File: config.mk
export PLATFORM = sky130hd
export DESIGN_NAME = sprite_ram_ctrl_flat
export DESIGN_NICKNAME = d
export VERILOG_FILES = /design/src/rtl/sprite_ram_ctrl_if.sv /design/src/rtl/sprite_ram_ctrl.sv /design/src/flat_wrapper.sv
export SDC_FILE = /design/constraint.sdc
export NUM_CORES = 1
export LEC_CHECK = 0
export CAP_MARGIN = 10
export CORE_UTILIZATION = 36
export CTS_CLUSTER_DIAMETER = 50
export DETAILED_ROUTE_END_ITERATION = 7
export HOLD_SLACK_MARGIN = 0.1
export PLACE_DENSITY_LB_ADDON = 0.08
export SETUP_SLACK_MARGIN = 0.2
export SLEW_MARGIN = 10
export SYNTH_ARGS = -nofsm -noshare
export SYNTH_HDL_FRONTEND = slang
export SYNTH_SLANG_ARGS = --single-unit
File: constraint.sdc
create_clock -name clk -period 4.66 [get_ports clk]
set_input_delay 0.932 -clock clk [delete_from_list [all_inputs] [get_ports clk]]
set_output_delay 0.932 -clock clk [all_outputs]
set_load 0.05 [all_outputs]
File: src/rtl/sprite_ram_ctrl_if.sv
// rtl/sprite_ram_ctrl_if.sv - video, host, fill and RAM-port signals of the sprite RAM controller
interface sprite_ram_ctrl_if #(
    parameter int DATA_WIDTH = 12,
    parameter int ADDR_WIDTH = 12
);
    logic                  vid_req;
    logic [ADDR_WIDTH-1:0] vid_addr;
    logic [DATA_WIDTH-1:0] vid_data;
    logic                  vid_valid;
    logic                  hr_req;
    logic [ADDR_WIDTH-1:0] hr_addr;
    logic [DATA_WIDTH-1:0] hr_rdata;
    logic                  hr_ack;
    logic                  hr_starved;
    logic                  hw_req;
    logic [ADDR_WIDTH-1:0] hw_addr;
    logic [DATA_WIDTH-1:0] hw_data;
    logic                  fill_start;
    logic [DATA_WIDTH-1:0] fill_value;
    logic                  fill_busy;
    logic                  fill_done;
    logic                  ram_we;
    logic [ADDR_WIDTH-1:0] ram_addr_w;
    logic [DATA_WIDTH-1:0] ram_din;
    logic [ADDR_WIDTH-1:0] ram_addr_r;
    logic [DATA_WIDTH-1:0] ram_dout;

    modport master (
        output vid_req, vid_addr, hr_req, hr_addr, hw_req, hw_addr, hw_data,
               fill_start, fill_value, ram_dout,
        input  vid_data, vid_valid, hr_rdata, hr_ack, hr_starved, fill_busy, fill_done,
               ram_we, ram_addr_w, ram_din, ram_addr_r
    );

    modport slave (
        input  vid_req, vid_addr, hr_req, hr_addr, hw_req, hw_addr, hw_data,
               fill_start, fill_value, ram_dout,
        output vid_data, vid_valid, hr_rdata, hr_ack, hr_starved, fill_busy, fill_done,
               ram_we, ram_addr_w, ram_din, ram_addr_r
    );
endinterface

File: src/rtl/sprite_ram_ctrl.sv
// rtl/sprite_ram_ctrl.sv - sprite RAM port sharing: video/host reads, host/fill writes (SPRITE_RAM_FILL_EN enables fill)
module sprite_ram_ctrl #(
    parameter int DATA_WIDTH   = 12,
    parameter int ADDR_WIDTH   = 12,
    parameter int STARVE_LIMIT = 1024
) (
    input  logic              clk,
    input  logic              reset_n,
    sprite_ram_ctrl_if.slave  bus
);
    localparam int CW = $clog2(STARVE_LIMIT + 1);

    typedef enum logic {RD_IDLE, RD_DATA} rd_state_t;

    rd_state_t             rd_state;
    logic [CW-1:0]         starve_cnt;
    logic [CW-1:0]         starve_inc;
    logic                  vid_valid_q;
    logic                  hr_ack_q;
    logic                  hr_starved_q;
    logic [DATA_WIDTH-1:0] hr_hold;

    assign starve_inc = (starve_cnt >= CW'(STARVE_LIMIT)) ? starve_cnt : starve_cnt + CW'(1);

    // Video always wins the read port; host reads take leftover slots.
    assign bus.ram_addr_r = bus.vid_req ? bus.vid_addr : bus.hr_addr;

    always_ff @(posedge clk or negedge reset_n) begin
        if (!reset_n) begin
            rd_state     <= RD_IDLE;
            starve_cnt   <= '0;
            vid_valid_q  <= 1'b0;
            hr_ack_q     <= 1'b0;
            hr_starved_q <= 1'b0;
            hr_hold      <= '0;
        end else begin
            vid_valid_q <= bus.vid_req;
            case (rd_state)
                RD_IDLE: begin
                    if (bus.hr_req && !bus.vid_req) begin
                        rd_state     <= RD_DATA;
                        hr_ack_q     <= 1'b1;
                        hr_starved_q <= 1'b0;
                        starve_cnt   <= '0;
                    end else if (bus.hr_req) begin
                        starve_cnt <= starve_inc;
                        if (starve_inc >= CW'(STARVE_LIMIT))
                            hr_starved_q <= 1'b1;
                    end
                end
                RD_DATA: begin
                    rd_state   <= RD_IDLE;
                    hr_ack_q   <= 1'b0;
                    hr_hold    <= bus.ram_dout;
                    starve_cnt <= '0;
                end
            endcase
        end
    end

    assign bus.vid_valid  = vid_valid_q;
    assign bus.vid_data   = vid_valid_q ? bus.ram_dout : '0;
    assign bus.hr_ack     = hr_ack_q;
    assign bus.hr_rdata   = hr_ack_q ? bus.ram_dout : hr_hold;
    assign bus.hr_starved = hr_starved_q;

    logic                  fill_wr;
    logic [ADDR_WIDTH-1:0] fill_wr_addr;
    logic [DATA_WIDTH-1:0] fill_wr_data;

`ifdef SPRITE_RAM_FILL_EN
    typedef enum logic [1:0] {IDLE, FILL, DONE} fill_state_t;

    fill_state_t           fill_state;
    logic [ADDR_WIDTH-1:0] fill_addr;
    logic [DATA_WIDTH-1:0] fill_val;
    logic                  fill_busy_q;
    logic                  fill_done_q;

    always_ff @(posedge clk or negedge reset_n) begin
        if (!reset_n) begin
            fill_state  <= IDLE;
            fill_addr   <= '0;
            fill_val    <= '0;
            fill_busy_q <= 1'b0;
            fill_done_q <= 1'b0;
        end else begin
            case (fill_state)
                IDLE: begin
                    if (bus.fill_start) begin
                        fill_state  <= FILL;
                        fill_addr   <= '0;
                        fill_val    <= bus.fill_value;
                        fill_busy_q <= 1'b1;
                    end
                end
                FILL: begin
                    // Host writes steal the port; the fill pointer just waits.
                    if (!bus.hw_req) begin
                        fill_addr <= fill_addr + ADDR_WIDTH'(1);
                        if (&fill_addr) begin
                            fill_state  <= DONE;
                            fill_done_q <= 1'b1;
                        end
                    end
                end
                DONE: begin
                    fill_state  <= IDLE;
                    fill_busy_q <= 1'b0;
                    fill_done_q <= 1'b0;
                end
                default: fill_state <= IDLE;
            endcase
        end
    end

    assign fill_wr       = (fill_state == FILL);
    assign fill_wr_addr  = fill_addr;
    assign fill_wr_data  = fill_val;
    assign bus.fill_busy = fill_busy_q;
    assign bus.fill_done = fill_done_q;
`else
    logic unused_fill;
    assign unused_fill   = ^{bus.fill_start, bus.fill_value};
    assign fill_wr       = 1'b0;
    assign fill_wr_addr  = '0;
    assign fill_wr_data  = '0;
    assign bus.fill_busy = 1'b0;
    assign bus.fill_done = 1'b0;
`endif

    always_comb begin
        bus.ram_we     = 1'b0;
        bus.ram_addr_w = '0;
        bus.ram_din    = '0;
        if (bus.hw_req) begin
            bus.ram_we     = 1'b1;
            bus.ram_addr_w = bus.hw_addr;
            bus.ram_din    = bus.hw_data;
        end else if (fill_wr) begin
            bus.ram_we     = 1'b1;
            bus.ram_addr_w = fill_wr_addr;
            bus.ram_din    = fill_wr_data;
        end
    end
endmodule

File: src/flat_wrapper.sv
// flat-port wrapper written by rule: the top's interface ports become plain ports
module sprite_ram_ctrl_flat 
#(
    parameter int DATA_WIDTH   = 12,
    parameter int ADDR_WIDTH   = 12,
    parameter int STARVE_LIMIT = 1024
)
  (clk, reset_n, bus_vid_req, bus_vid_addr, bus_hr_req, bus_hr_addr, bus_hw_req, bus_hw_addr, bus_hw_data, bus_fill_start, bus_fill_value, bus_ram_dout, bus_vid_data, bus_vid_valid, bus_hr_rdata, bus_hr_ack, bus_hr_starved, bus_fill_busy, bus_fill_done, bus_ram_we, bus_ram_addr_w, bus_ram_din, bus_ram_addr_r);
  sprite_ram_ctrl_if #(.DATA_WIDTH(DATA_WIDTH), .ADDR_WIDTH(ADDR_WIDTH)) bus_i ();
  input  logic clk;
  input  logic reset_n;
  input wire logic [$bits(bus_i.vid_req)-1:0] bus_vid_req;
  input wire logic [$bits(bus_i.vid_addr)-1:0] bus_vid_addr;
  input wire logic [$bits(bus_i.hr_req)-1:0] bus_hr_req;
  input wire logic [$bits(bus_i.hr_addr)-1:0] bus_hr_addr;
  input wire logic [$bits(bus_i.hw_req)-1:0] bus_hw_req;
  input wire logic [$bits(bus_i.hw_addr)-1:0] bus_hw_addr;
  input wire logic [$bits(bus_i.hw_data)-1:0] bus_hw_data;
  input wire logic [$bits(bus_i.fill_start)-1:0] bus_fill_start;
  input wire logic [$bits(bus_i.fill_value)-1:0] bus_fill_value;
  input wire logic [$bits(bus_i.ram_dout)-1:0] bus_ram_dout;
  output wire logic [$bits(bus_i.vid_data)-1:0] bus_vid_data;
  output wire logic [$bits(bus_i.vid_valid)-1:0] bus_vid_valid;
  output wire logic [$bits(bus_i.hr_rdata)-1:0] bus_hr_rdata;
  output wire logic [$bits(bus_i.hr_ack)-1:0] bus_hr_ack;
  output wire logic [$bits(bus_i.hr_starved)-1:0] bus_hr_starved;
  output wire logic [$bits(bus_i.fill_busy)-1:0] bus_fill_busy;
  output wire logic [$bits(bus_i.fill_done)-1:0] bus_fill_done;
  output wire logic [$bits(bus_i.ram_we)-1:0] bus_ram_we;
  output wire logic [$bits(bus_i.ram_addr_w)-1:0] bus_ram_addr_w;
  output wire logic [$bits(bus_i.ram_din)-1:0] bus_ram_din;
  output wire logic [$bits(bus_i.ram_addr_r)-1:0] bus_ram_addr_r;
  assign bus_i.vid_req = bus_vid_req;
  assign bus_i.vid_addr = bus_vid_addr;
  assign bus_i.hr_req = bus_hr_req;
  assign bus_i.hr_addr = bus_hr_addr;
  assign bus_i.hw_req = bus_hw_req;
  assign bus_i.hw_addr = bus_hw_addr;
  assign bus_i.hw_data = bus_hw_data;
  assign bus_i.fill_start = bus_fill_start;
  assign bus_i.fill_value = bus_fill_value;
  assign bus_i.ram_dout = bus_ram_dout;
  assign bus_vid_data = bus_i.vid_data;
  assign bus_vid_valid = bus_i.vid_valid;
  assign bus_hr_rdata = bus_i.hr_rdata;
  assign bus_hr_ack = bus_i.hr_ack;
  assign bus_hr_starved = bus_i.hr_starved;
  assign bus_fill_busy = bus_i.fill_busy;
  assign bus_fill_done = bus_i.fill_done;
  assign bus_ram_we = bus_i.ram_we;
  assign bus_ram_addr_w = bus_i.ram_addr_w;
  assign bus_ram_din = bus_i.ram_din;
  assign bus_ram_addr_r = bus_i.ram_addr_r;
  sprite_ram_ctrl #(.DATA_WIDTH(DATA_WIDTH), .ADDR_WIDTH(ADDR_WIDTH), .STARVE_LIMIT(STARVE_LIMIT)) u_core (.clk(clk), .reset_n(reset_n), .bus(bus_i));
endmodule
==> flow_summary.html, run 1 <==
<table>
<tr><th>Metric</th><th>Value</th></tr>
<tr><th colspan="2">Clock network</th></tr>
<tr><td>CTS Root Buffer Type</td><td>sky130_fd_sc_hd__clkbuf_8</td></tr>
<tr><td>Post-cts repair resize count</td><td>0</td></tr>
<tr><td>Clock insertion delay at the later pin of the skew report</td><td>280 ps</td></tr>
<tr><td>Clock transition at path regs</td><td>90 ps</td></tr>
<tr><td>Buffer levels on the longest clock path</td><td>2</td></tr>
<tr><td>Total CTS buffers</td><td>3</td></tr>
<tr><td>H-tree levels</td><td>1</td></tr>
<tr><td>CTS tree</td><td>yes</td></tr>
<tr><td>Number of hold-repair buffers added at the cts stage</td><td>0</td></tr>
<tr><td>CTS Sinks</td><td>27</td></tr>
<tr><td>Post CTS Setup Buffer Count</td><td>0</td></tr>
<tr><th colspan="2">Pwr</th></tr>
<tr><td>Worst-case vdd ir drop</td><td>0.000178 V</td></tr>
<tr><td>Static Leak</td><td>about 1.3 nW</td></tr>
<tr><td>Total power</td><td>slightly above 800 uW</td></tr>
<tr><td>Power per standard cell area</td><td>259 nW/um^2</td></tr>
<tr><th colspan="2">Logic synthesis</th></tr>
<tr><td>Synthesis warning total</td><td>0</td></tr>
<tr><td>Proportion of netlist area held by the largest area contributor</td><td>between 30 and 40%</td></tr>
<tr><td>Post-Synthesis Cells</td><td>179</td></tr>
<tr><td>Leading area contributor after synthesis</td><td>sky130_fd_sc_hd__dfrtp_1</td></tr>
<tr><td>Register area share after synthesis</td><td>37.6%</td></tr>
<tr><td>Syn Area/Cell</td><td>slightly above 10 um^2</td></tr>
<tr><td>Yosys reg bits</td><td>27</td></tr>
<tr><td>Post-synthesis cell area</td><td>1800 um^2</td></tr>
<tr><td>Yosys cell types</td><td>35</td></tr>
<tr><td>Largest cells by area after synthesis</td><td>sky130_fd_sc_hd__dfrtp_1 (38%), sky130_fd_sc_hd__mux2_2 (23%), sky130_fd_sc_hd__and2_1 (13%)</td></tr>
<tr><th colspan="2">Placement</th></tr>
<tr><td>Weighted congestion reported at the end of routability-driven placement</td><td>about 0.8</td></tr>
<tr><td>Placed cell area</td><td>~3100 um^2</td></tr>
<tr><td>Half-perimeter wire length after detailed placement</td><td>3790 um</td></tr>
<tr><td>Count of buffers inserted at the top-level ports</td><td>128</td></tr>
<tr><td>Dpl cells</td><td>362</td></tr>
<tr><th colspan="2">Setup path</th></tr>
<tr><td>Worst setup EP type</td><td>output pin</td></tr>
<tr><td>Critical Path Max Stage Delay</td><td>940 ps</td></tr>
<tr><td>Critical path's most frequent cell</td><td>sky130_fd_sc_hd__clkdlybuf4s50_1</td></tr>
<tr><td>Sum of buffers and inverters on the critical path</td><td>2</td></tr>
<tr><td>Critical Path Fanout Max</td><td>18</td></tr>
<tr><td>Startpoint class of the critical path</td><td>input port</td></tr>
<tr><td>Data arrival time of the worst path</td><td>roughly 3000 ps</td></tr>
<tr><td>Family of cells with the greatest summed delay on the critical path</td><td>buffers and inverters</td></tr>
<tr><td>Slowest-stage cell, CP</td><td>sky130_fd_sc_hd__clkdlybuf4s50_1</td></tr>
<tr><td>Classification of the worst setup path</td><td>in -&gt; out</td></tr>
<tr><td>Req. time, crit path</td><td>3730 ps</td></tr>
<tr><td>Critical path cell sequence</td><td>clkdlybuf4s50_1 &gt; mux2_2 &gt; clkdlybuf4s50_1</td></tr>
<tr><th colspan="2">Drt</th></tr>
<tr><td>Residual antenna-violating net count after detailed routing</td><td>0</td></tr>
<tr><td>DR iter-0 viols</td><td>73</td></tr>
<tr><td>Via-per-instance ratio</td><td>4.90</td></tr>
<tr><td>Average wire per cell in the routed design</td><td>13.2 um</td></tr>
<tr><td>Count of unresolved DRC violations after routing</td><td>0</td></tr>
<tr><td>Pre-antenna DRT Iters</td><td>4</td></tr>
<tr><td>Via total after detailed routing</td><td>roughly 1.8k</td></tr>
<tr><td>Final WL</td><td>~4800 um</td></tr>
<tr><th colspan="2">Finish</th></tr>
<tr><td>Most frequent standard cell in the layout excluding fill and tap cells</td><td>sky130_fd_sc_hd__clkdlybuf4s50_1</td></tr>
<tr><td>Most used cells in the layout excluding fill and tap cells</td><td>sky130_fd_sc_hd__clkdlybuf4s50_1 (128), sky130_fd_sc_hd__mux2_2 (37), sky130_fd_sc_hd__and2_1 (37), sky130_fd_sc_hd__dfrtp_1 (27), sky130_fd_sc_hd__o21ai_0 (9)</td></tr>
<tr><td>Final cell area excluding filler cells</td><td>3140 um^2</td></tr>
<tr><td>Proportion of layout cells with a drive suffix above 1</td><td>14.7%</td></tr>
<tr><td>Fillers</td><td>between 400 and 500</td></tr>
<tr><td>Post-route insts no fill</td><td>about 370</td></tr>
<tr><td>Area Growth Syn to Fin</td><td>74.5%</td></tr>
<tr><td>Diode insertion count for antenna repair</td><td>0</td></tr>
<tr><td>NumNets Final</td><td>380</td></tr>
<tr><th colspan="2">STA</th></tr>
<tr><td>Setup violators final</td><td>0</td></tr>
<tr><td>Number of failing hold endpoints at the final stage</td><td>0</td></tr>
<tr><td>Setup clock skew after layout</td><td>between 2 and 2.5 ps</td></tr>
<tr><td>Final count of pins violating max slew</td><td>0</td></tr>
<tr><td>RSZ-0062 raised after global routing</td><td>false</td></tr>
<tr><td>Final hold slack</td><td>484 ps</td></tr>
<tr><td>Part of the cycle the worst path needs</td><td>a little over four fifths</td></tr>
<tr><td>Setup_tns</td><td>0 ps</td></tr>
<tr><td>Slew of the pin with the lowest slew margin</td><td>798 ps</td></tr>
<tr><td>Highest Clock Rate</td><td>0.254 GHz</td></tr>
<tr><td>Max transition margin</td><td>between 40 and 50%</td></tr>
<tr><td>Shortest clock period the worst path allows after layout</td><td>3940 ps</td></tr>
<tr><th colspan="2">Global routing</th></tr>
<tr><td>Number of antenna violations at the first check in global routing</td><td>0</td></tr>
<tr><td>Combined global-route utilization of all metal layers</td><td>17.8%</td></tr>
<tr><td>Gr ovfl total</td><td>0</td></tr>
<tr><td>Maximum number of pins on one net before global-route repair</td><td>27</td></tr>
<tr><td>Global-route wire length before repair</td><td>7380 um</td></tr>
<tr><td>Vias in the first global route</td><td>between 1.5k and 2k</td></tr>
<tr><th colspan="2">Floorplanning</th></tr>
<tr><td>Initial core utilization</td><td>37.8%</td></tr>
<tr><td>Chip Width</td><td>72.7 um</td></tr>
<tr><td>Number of top-level pins</td><td>around 140</td></tr>
<tr><td>Die Span Y</td><td>around 73 um</td></tr>
<tr><td>Row count</td><td>25</td></tr>
<tr><td>Core area</td><td>4750 um^2</td></tr>
<tr><td>Overall die area</td><td>5280 um^2</td></tr>
<tr><th colspan="2">Run</th></tr>
<tr><td>Maxcap violations</td><td>0</td></tr>
<tr><th colspan="2">Hold path</th></tr>
<tr><td>Hold crit path type</td><td>reg -&gt; reg</td></tr>
<tr><th colspan="2">Outcome</th></tr>
<tr><td>Result of the run</td><td>finished clean</td></tr>
</table>
==> state kept, by name (all words and copies together), names as in the netlist <==
name	cells
u_core.bus.hr_ack	1
u_core.bus.hr_starved	1
u_core.bus.vid_valid	1
u_core.hr_hold	12
u_core.rd_state	1
u_core.starve_cnt	11
==> logic make-up (layout without fill, tap and decap cells) <==
| group | Yosys count | count (layout) | synth area share [%] |
|---|---|---|---|
| muxes | 39 | 39 | 24.3 |
| AOI/OAI and AO/OA | 23 | 23 | 8.14 |
| buffers and inverters | 18 | 137 | 5.35 |
| other | 1 | 2 | 0.208 |
| adders and majority gates | 2 | 2 | 1.39 |
| DFF | 27 | 27 | 37.6 |
| and+or+nand+nor | 69 | 69 | 23.1 |
==> cells in the mapped netlist (all sizes together) <==
cell type and number:
a21oi 2, a22oi 1, a31o 1, a31oi 4, a41oi 1, and2 37, and2b 3, and3 3
and4 1, and4b 2, buf 9, clkbuf 5, conb 1, dfrtp 27, ha 2, inv 4
mux2 37, mux2i 2, nand2 5, nand3 1, nand3b 1, nand4 3, nor2 8, nor2b 3
nor3 1, o211ai 1, o21ai 9, o22a 2, o31ai 1, o32ai 1, or4 1
==> worst register-to-register path: cells and delay by family, from the launching register on <==
kind / cells / cell delay, ps
flops: 1 / 690
simple gates: 3 / 990
==> through the flow <==
| stage | worst slack (ps) | utilization, % |
|---|---|---|
| floorplan | 1850 | - |
| global placement | 691 | 65.1 |
| detailed placement | 696 | 65.1 |
| CTS | 701 | 66.1 |
| global route | 618 | 66.1 |
| finish | 723 | 66.1 |
==> final cells by class <==
class	count	area, um^2	area share [%]
sequential	27	676	21.5
timing repair buffer	129	1290	41.0
inverter	4	15.0	0.478
multi-input combinational	135	1030	32.8
clock buffer	3	41.3	1.31
tap	67	83.8	2.67
clock inverter	1	5.00	0.159
==> worst paths after layout <==
path,endpoint,slack [ps],cells after the start,startpoint
worst max register to register,u_core.starve_cnt[9],2930,3,u_core.rd_state
max in group asynchronous,u_core.hr_hold[11],3350,2,reset_n
worst max-delay path,bus_ram_addr_r[9],720,3,bus_vid_req
min in group asynchronous,u_core.starve_cnt[1],800,1,reset_n
worst min register to register,u_core.starve_cnt[6],480,1,u_core.starve_cnt[6]
worst min-delay path,u_core.starve_cnt[6],480,1,u_core.starve_cnt[6]
==> layer usage <==
layer / up-vias / wire length [um] / GRT usage, %
li1: 863 / - / -
met1: 820 / 1920 / 19.2
met2: 106 / 2300 / 33.5
met3: 5 / 538 / 4.83
met4: 0 / 58 / 5.88
met5: - / 0 / 0
==> power breakdown <==
group          switching, mW  total (mW)  internal [mW]
Clock                 0.0739       0.134         0.0600
Sequential            0.0213       0.278          0.257
Combinational          0.226       0.402          0.176
(Power assumes the default switching activity.)
==> inputs of run 2 (changes only) <==
--- a/config.mk
+++ b/config.mk
@@ -6,7 +6,7 @@
 export NUM_CORES = 1
 export LEC_CHECK = 0
 export CAP_MARGIN = 10
-export CORE_UTILIZATION = 36
+export CORE_UTILIZATION = 30
 export CTS_CLUSTER_DIAMETER = 50
 export DETAILED_ROUTE_END_ITERATION = 7
 export HOLD_SLACK_MARGIN = 0.1
==> constraint.sdc (replaced) <==
create_clock -name clk -period 3.19 [get_ports clk]
set_input_delay 0.638 -clock clk [delete_from_list [all_inputs] [get_ports clk]]
set_output_delay 0.638 -clock clk [all_outputs]
set_load 0.05 [all_outputs]
==> run 2 against run 1 <==
Utilization decreased by 12 points. Flip-flop and latch count is the same. Register-to-register slack worse by 1500 ps. Routed wire length increased by 5.3%. Design area fell by 2.5%. Total power increased by 46%. Sequential share of layout area is 0.55 points higher. Clock skew increased by 1.4 ps. Clock-buffer cell count stayed put. Global-route usage fell by 2.0 points. Die area grew 19%. Worst setup slack got worse by 290 ps.
==> flow_summary.html, run 2 (synthesis results as in run 1) <==
<table>
<tr><th>Metric</th><th>Value</th></tr>
<tr><th colspan="2">Setup path</th></tr>
<tr><td>Worst Reg-to-Reg Cells</td><td>3 (unchanged)</td></tr>
<tr><td>Worst setup EP type</td><td>output pin</td></tr>
<tr><td>Req. time, crit path</td><td>2550 ps (-1180 ps)</td></tr>
<tr><td>Crit Reg-Reg Startpoint</td><td>u_core.rd_state</td></tr>
<tr><td>Worst reg-to-reg setup slack</td><td>1460 ps (-1470 ps)</td></tr>
<tr><td>Classification of the worst setup path</td><td>reg -&gt; out</td></tr>
<tr><td>Data arrival time of the worst path</td><td>2120 ps (-890 ps)</td></tr>
<tr><td>Worst reg2reg path endpoint</td><td>u_core.starve_cnt[9]</td></tr>
<tr><td>Slowest-stage cell, CP</td><td>sky130_fd_sc_hd__dfrtp_1</td></tr>
<tr><td>Critical Path Fanout Max</td><td>14 (-4)</td></tr>
<tr><td>Critical path cell sequence</td><td>mux2_2 &gt; clkdlybuf4s50_1</td></tr>
<tr><td>Sum of buffers and inverters on the critical path</td><td>1 (-1)</td></tr>
<tr><td>Startpoint class of the critical path</td><td>flop</td></tr>
<tr><td>Critical Path Max Stage Delay</td><td>720 ps (-220 ps)</td></tr>
<tr><td>Family of cells with the greatest summed delay on the critical path</td><td>flip-flops</td></tr>
<tr><th colspan="2">Placement</th></tr>
<tr><td>Count of buffers inserted at the top-level ports</td><td>128 (unchanged)</td></tr>
<tr><td>Half-perimeter wire length after detailed placement</td><td>3930 um (+3.8%)</td></tr>
<tr><td>Placed cell area</td><td>3020 um^2 (-2.5%)</td></tr>
<tr><td>Weighted congestion reported at the end of routability-driven placement</td><td>0.706 (-9.2%)</td></tr>
<tr><td>Worst Setup Slack post-DPL</td><td>434 ps (-263 ps)</td></tr>
<tr><td>Dpl cells</td><td>368 (+1.7%)</td></tr>
<tr><th colspan="2">Pwr</th></tr>
<tr><td>Internal Dissipation</td><td>710 uW (+44%)</td></tr>
<tr><td>Total power</td><td>1.19 mW (+46%)</td></tr>
<tr><td>Sw frac</td><td>40.2% (+0.69 points)</td></tr>
<tr><td>Sequential cell fraction of total power</td><td>34.2% (about the same)</td></tr>
<tr><td>Power per standard cell area</td><td>388 nW/um^2 (+50%)</td></tr>
<tr><td>Clk network pwr share</td><td>16.8% (+0.3 points)</td></tr>
<tr><td>Static Leak</td><td>1.32 nW (+4.1%)</td></tr>
<tr><td>Worst-case vdd ir drop</td><td>0.000223 V (+25%)</td></tr>
<tr><td>Power share of the combinational group</td><td>49.0% (-0.4 points)</td></tr>
<tr><td>Switching component of the power</td><td>477 uW (+48%)</td></tr>
<tr><th colspan="2">Drt</th></tr>
<tr><td>Via total after detailed routing</td><td>1804 (+0.56%)</td></tr>
<tr><td>Count of unresolved DRC violations after routing</td><td>0 (unchanged)</td></tr>
<tr><td>Final WL</td><td>5070 um (+5.3%)</td></tr>
<tr><td>Via-per-instance ratio</td><td>4.85 (-1.1%)</td></tr>
<tr><td>DR iter-0 viols</td><td>81 (+11%)</td></tr>
<tr><td>Residual antenna-violating net count after detailed routing</td><td>0 (unchanged)</td></tr>
<tr><td>Average wire per cell in the routed design</td><td>13.6 um (+3.6%)</td></tr>
<tr><td>Pre-antenna DRT Iters</td><td>4 (unchanged)</td></tr>
<tr><th colspan="2">STA</th></tr>
<tr><td>RSZ-0062 raised after global routing</td><td>false</td></tr>
<tr><td>Final hold slack</td><td>493 ps (+9.12 ps)</td></tr>
<tr><td>Shortest clock period the worst path allows after layout</td><td>roughly 2800 ps</td></tr>
<tr><td>Final count of pins violating max slew</td><td>0 (unchanged)</td></tr>
<tr><td>Setup_tns</td><td>0 ps (unchanged)</td></tr>
<tr><td>Number of failing hold endpoints at the final stage</td><td>0 (unchanged)</td></tr>
<tr><td>Final setup margin</td><td>436 ps (-287 ps)</td></tr>
<tr><td>Setup clock skew after layout</td><td>3.88 ps (+1.39 ps)</td></tr>
<tr><td>Highest Clock Rate</td><td>0.363 GHz</td></tr>
<tr><td>Setup violators final</td><td>0 (unchanged)</td></tr>
<tr><td>Max transition margin</td><td>47.5% (+0.65 points)</td></tr>
<tr><td>Slew of the pin with the lowest slew margin</td><td>788 ps (-9.68 ps)</td></tr>
<tr><td>Part of the cycle the worst path needs</td><td>86.3%</td></tr>
<tr><th colspan="2">Run</th></tr>
<tr><td>Maxcap violations</td><td>0 (unchanged)</td></tr>
<tr><th colspan="2">Finish</th></tr>
<tr><td>Final cell area excluding filler cells</td><td>3060 um^2 (-2.5%)</td></tr>
<tr><td>Biggest registers after layout</td><td>u_core.hr_hold: 12 flops, u_core.starve_cnt: 11 flops</td></tr>
<tr><td>Number of flip-flops under the largest register name</td><td>12 (unchanged)</td></tr>
<tr><td>Diode insertion count for antenna repair</td><td>0 (unchanged)</td></tr>
<tr><td>NumNets Final</td><td>381 (+0.26%)</td></tr>
<tr><td>Most used cells in the layout excluding fill and tap cells</td><td>sky130_fd_sc_hd__clkdlybuf4s50_1 (91), sky130_fd_sc_hd__buf_4 (39), sky130_fd_sc_hd__mux2_2 (37), sky130_fd_sc_hd__and2_1 (37), sky130_fd_sc_hd__dfrtp_1 (27)</td></tr>
<tr><td>Area Growth Syn to Fin</td><td>70.2%</td></tr>
<tr><td>Utilization after layout</td><td>54.3% (-12 points)</td></tr>
<tr><td>Proportion of layout cells with a drive suffix above 1</td><td>27.3% (+13 points)</td></tr>
<tr><td>Biggest register</td><td>u_core.hr_hold</td></tr>
<tr><td>Post-route insts no fill</td><td>372 (+1.6%)</td></tr>
<tr><td>Most frequent standard cell in the layout excluding fill and tap cells</td><td>sky130_fd_sc_hd__clkdlybuf4s50_1</td></tr>
<tr><th colspan="2">Hold path</th></tr>
<tr><td>Cell depth of the worst min-delay path</td><td>1 (unchanged)</td></tr>
<tr><td>Hold crit path type</td><td>reg -&gt; reg</td></tr>
<tr><td>Hold endpoint</td><td>u_core.starve_cnt[6]</td></tr>
<tr><td>Critical hold path startpoint</td><td>u_core.starve_cnt[6]</td></tr>
<tr><th colspan="2">Outcome</th></tr>
<tr><td>Result of the run</td><td>finished clean</td></tr>
<tr><th colspan="2">Floorplanning</th></tr>
<tr><td>Die Span Y</td><td>79.4 um (+9.3%)</td></tr>
<tr><td>Number of top-level pins</td><td>144 (unchanged)</td></tr>
<tr><td>Chip Width</td><td>79.4 um (+9.3%)</td></tr>
<tr><td>Initial core utilization</td><td>31.9% (-6.0 points)</td></tr>
<tr><td>Row count</td><td>27 (+8.0%)</td></tr>
<tr><td>Overall die area</td><td>6310 um^2 (+19%)</td></tr>
<tr><td>Core area</td><td>5640 um^2 (+19%)</td></tr>
<tr><th colspan="2">Clock network</th></tr>
<tr><td>Total CTS buffers</td><td>3 (unchanged)</td></tr>
<tr><td>Number of hold-repair buffers added at the cts stage</td><td>0 (unchanged)</td></tr>
<tr><td>CTS Root Buffer Type</td><td>sky130_fd_sc_hd__clkbuf_8</td></tr>
<tr><td>CTS Sinks</td><td>27 (unchanged)</td></tr>
<tr><td>Clock insertion delay at the later pin of the skew report</td><td>270 ps (about the same)</td></tr>
<tr><td>Post-cts repair resize count</td><td>0 (unchanged)</td></tr>
<tr><td>Buffer levels on the longest clock path</td><td>2 (unchanged)</td></tr>
<tr><td>CTS tree</td><td>yes</td></tr>
<tr><td>Post CTS Setup Buffer Count</td><td>0 (unchanged)</td></tr>
<tr><td>H-tree levels</td><td>1 (unchanged)</td></tr>
<tr><td>Clock transition at path regs</td><td>100 ps (about the same)</td></tr>
<tr><th colspan="2">Global routing</th></tr>
<tr><td>Gr ovfl total</td><td>0 (unchanged)</td></tr>
<tr><td>Number of antenna violations at the first check in global routing</td><td>0 (unchanged)</td></tr>
<tr><td>Global-route wire length before repair</td><td>7930 um (+7.5%)</td></tr>
<tr><td>Maximum number of pins on one net before global-route repair</td><td>28 (+3.7%)</td></tr>
<tr><td>Combined global-route utilization of all metal layers</td><td>15.9% (-2.0 points)</td></tr>
<tr><td>Vias in the first global route</td><td>1693 (+0.83%)</td></tr>
</table>
run 2: cell count changes in the layout (fill, tap and decap cells not counted), sizes merged:
cell,delta
clkdlybuf4s50,-37
buf,+38
run 2: final cells by class:
type                            count  area, um^2
Inverter                            4        15.0
Multi-Input combinational cell    135        1030
Clock inverter                      1        5.00
Tap cell                           72        90.1
Clock buffer                        3        41.3
Fill cell                         518        2580
Sequential cell                    27         676
Timing Repair Buffer              130        1200
run 2: worst max-delay path by stage:
stage | depth (start not counted) | start | slack [ps] | end
finish | 2 | u_core.bus.hr_ack | 440 | bus_hr_rdata[0]
global route | 2 | u_core.bus.hr_ack | 350 | bus_hr_rdata[1]
CTS | 2 | u_core.bus.hr_ack | 410 | bus_hr_rdata[0]
detailed placement | 3 | bus_ram_dout[3] | 430 | bus_hr_rdata[3]
global placement | 3 | bus_ram_dout[3] | 440 | bus_hr_rdata[3]
floorplan | 3 | bus_vid_req | 970 | bus_ram_addr_r[0]
run 2: routing by layer:
metal  global-route usage [%]  wire length [um]
met1                     17.7              1940
met2                     29.1              2450
met3                     4.00               643
met4                     4.91                40
met5                        0                 0
run 2: power by group through the flow:
stage                     Combinational [mW]  Sequential (mW)  Clock (mW)
final                                  0.581            0.406       0.199
after global routing                   0.610            0.413       0.217
after global placement                 0.582            0.413           0
after detailed placement               0.585            0.414           0
after CTS                              0.587            0.407       0.206
after floorplan                        0.372            0.404           0
==> inputs of run 3 (changes only) <==
--- a/config.mk
+++ b/config.mk
@@ -5,7 +5,6 @@
 export SDC_FILE = /design/constraint.sdc
 export NUM_CORES = 1
 export LEC_CHECK = 0
-export CAP_MARGIN = 10
 export CORE_UTILIZATION = 30
 export CTS_CLUSTER_DIAMETER = 50
 export DETAILED_ROUTE_END_ITERATION = 7
==> results of run 3 <==
Same layout as run 2: the final DEF is identical, and so are final timing and power.
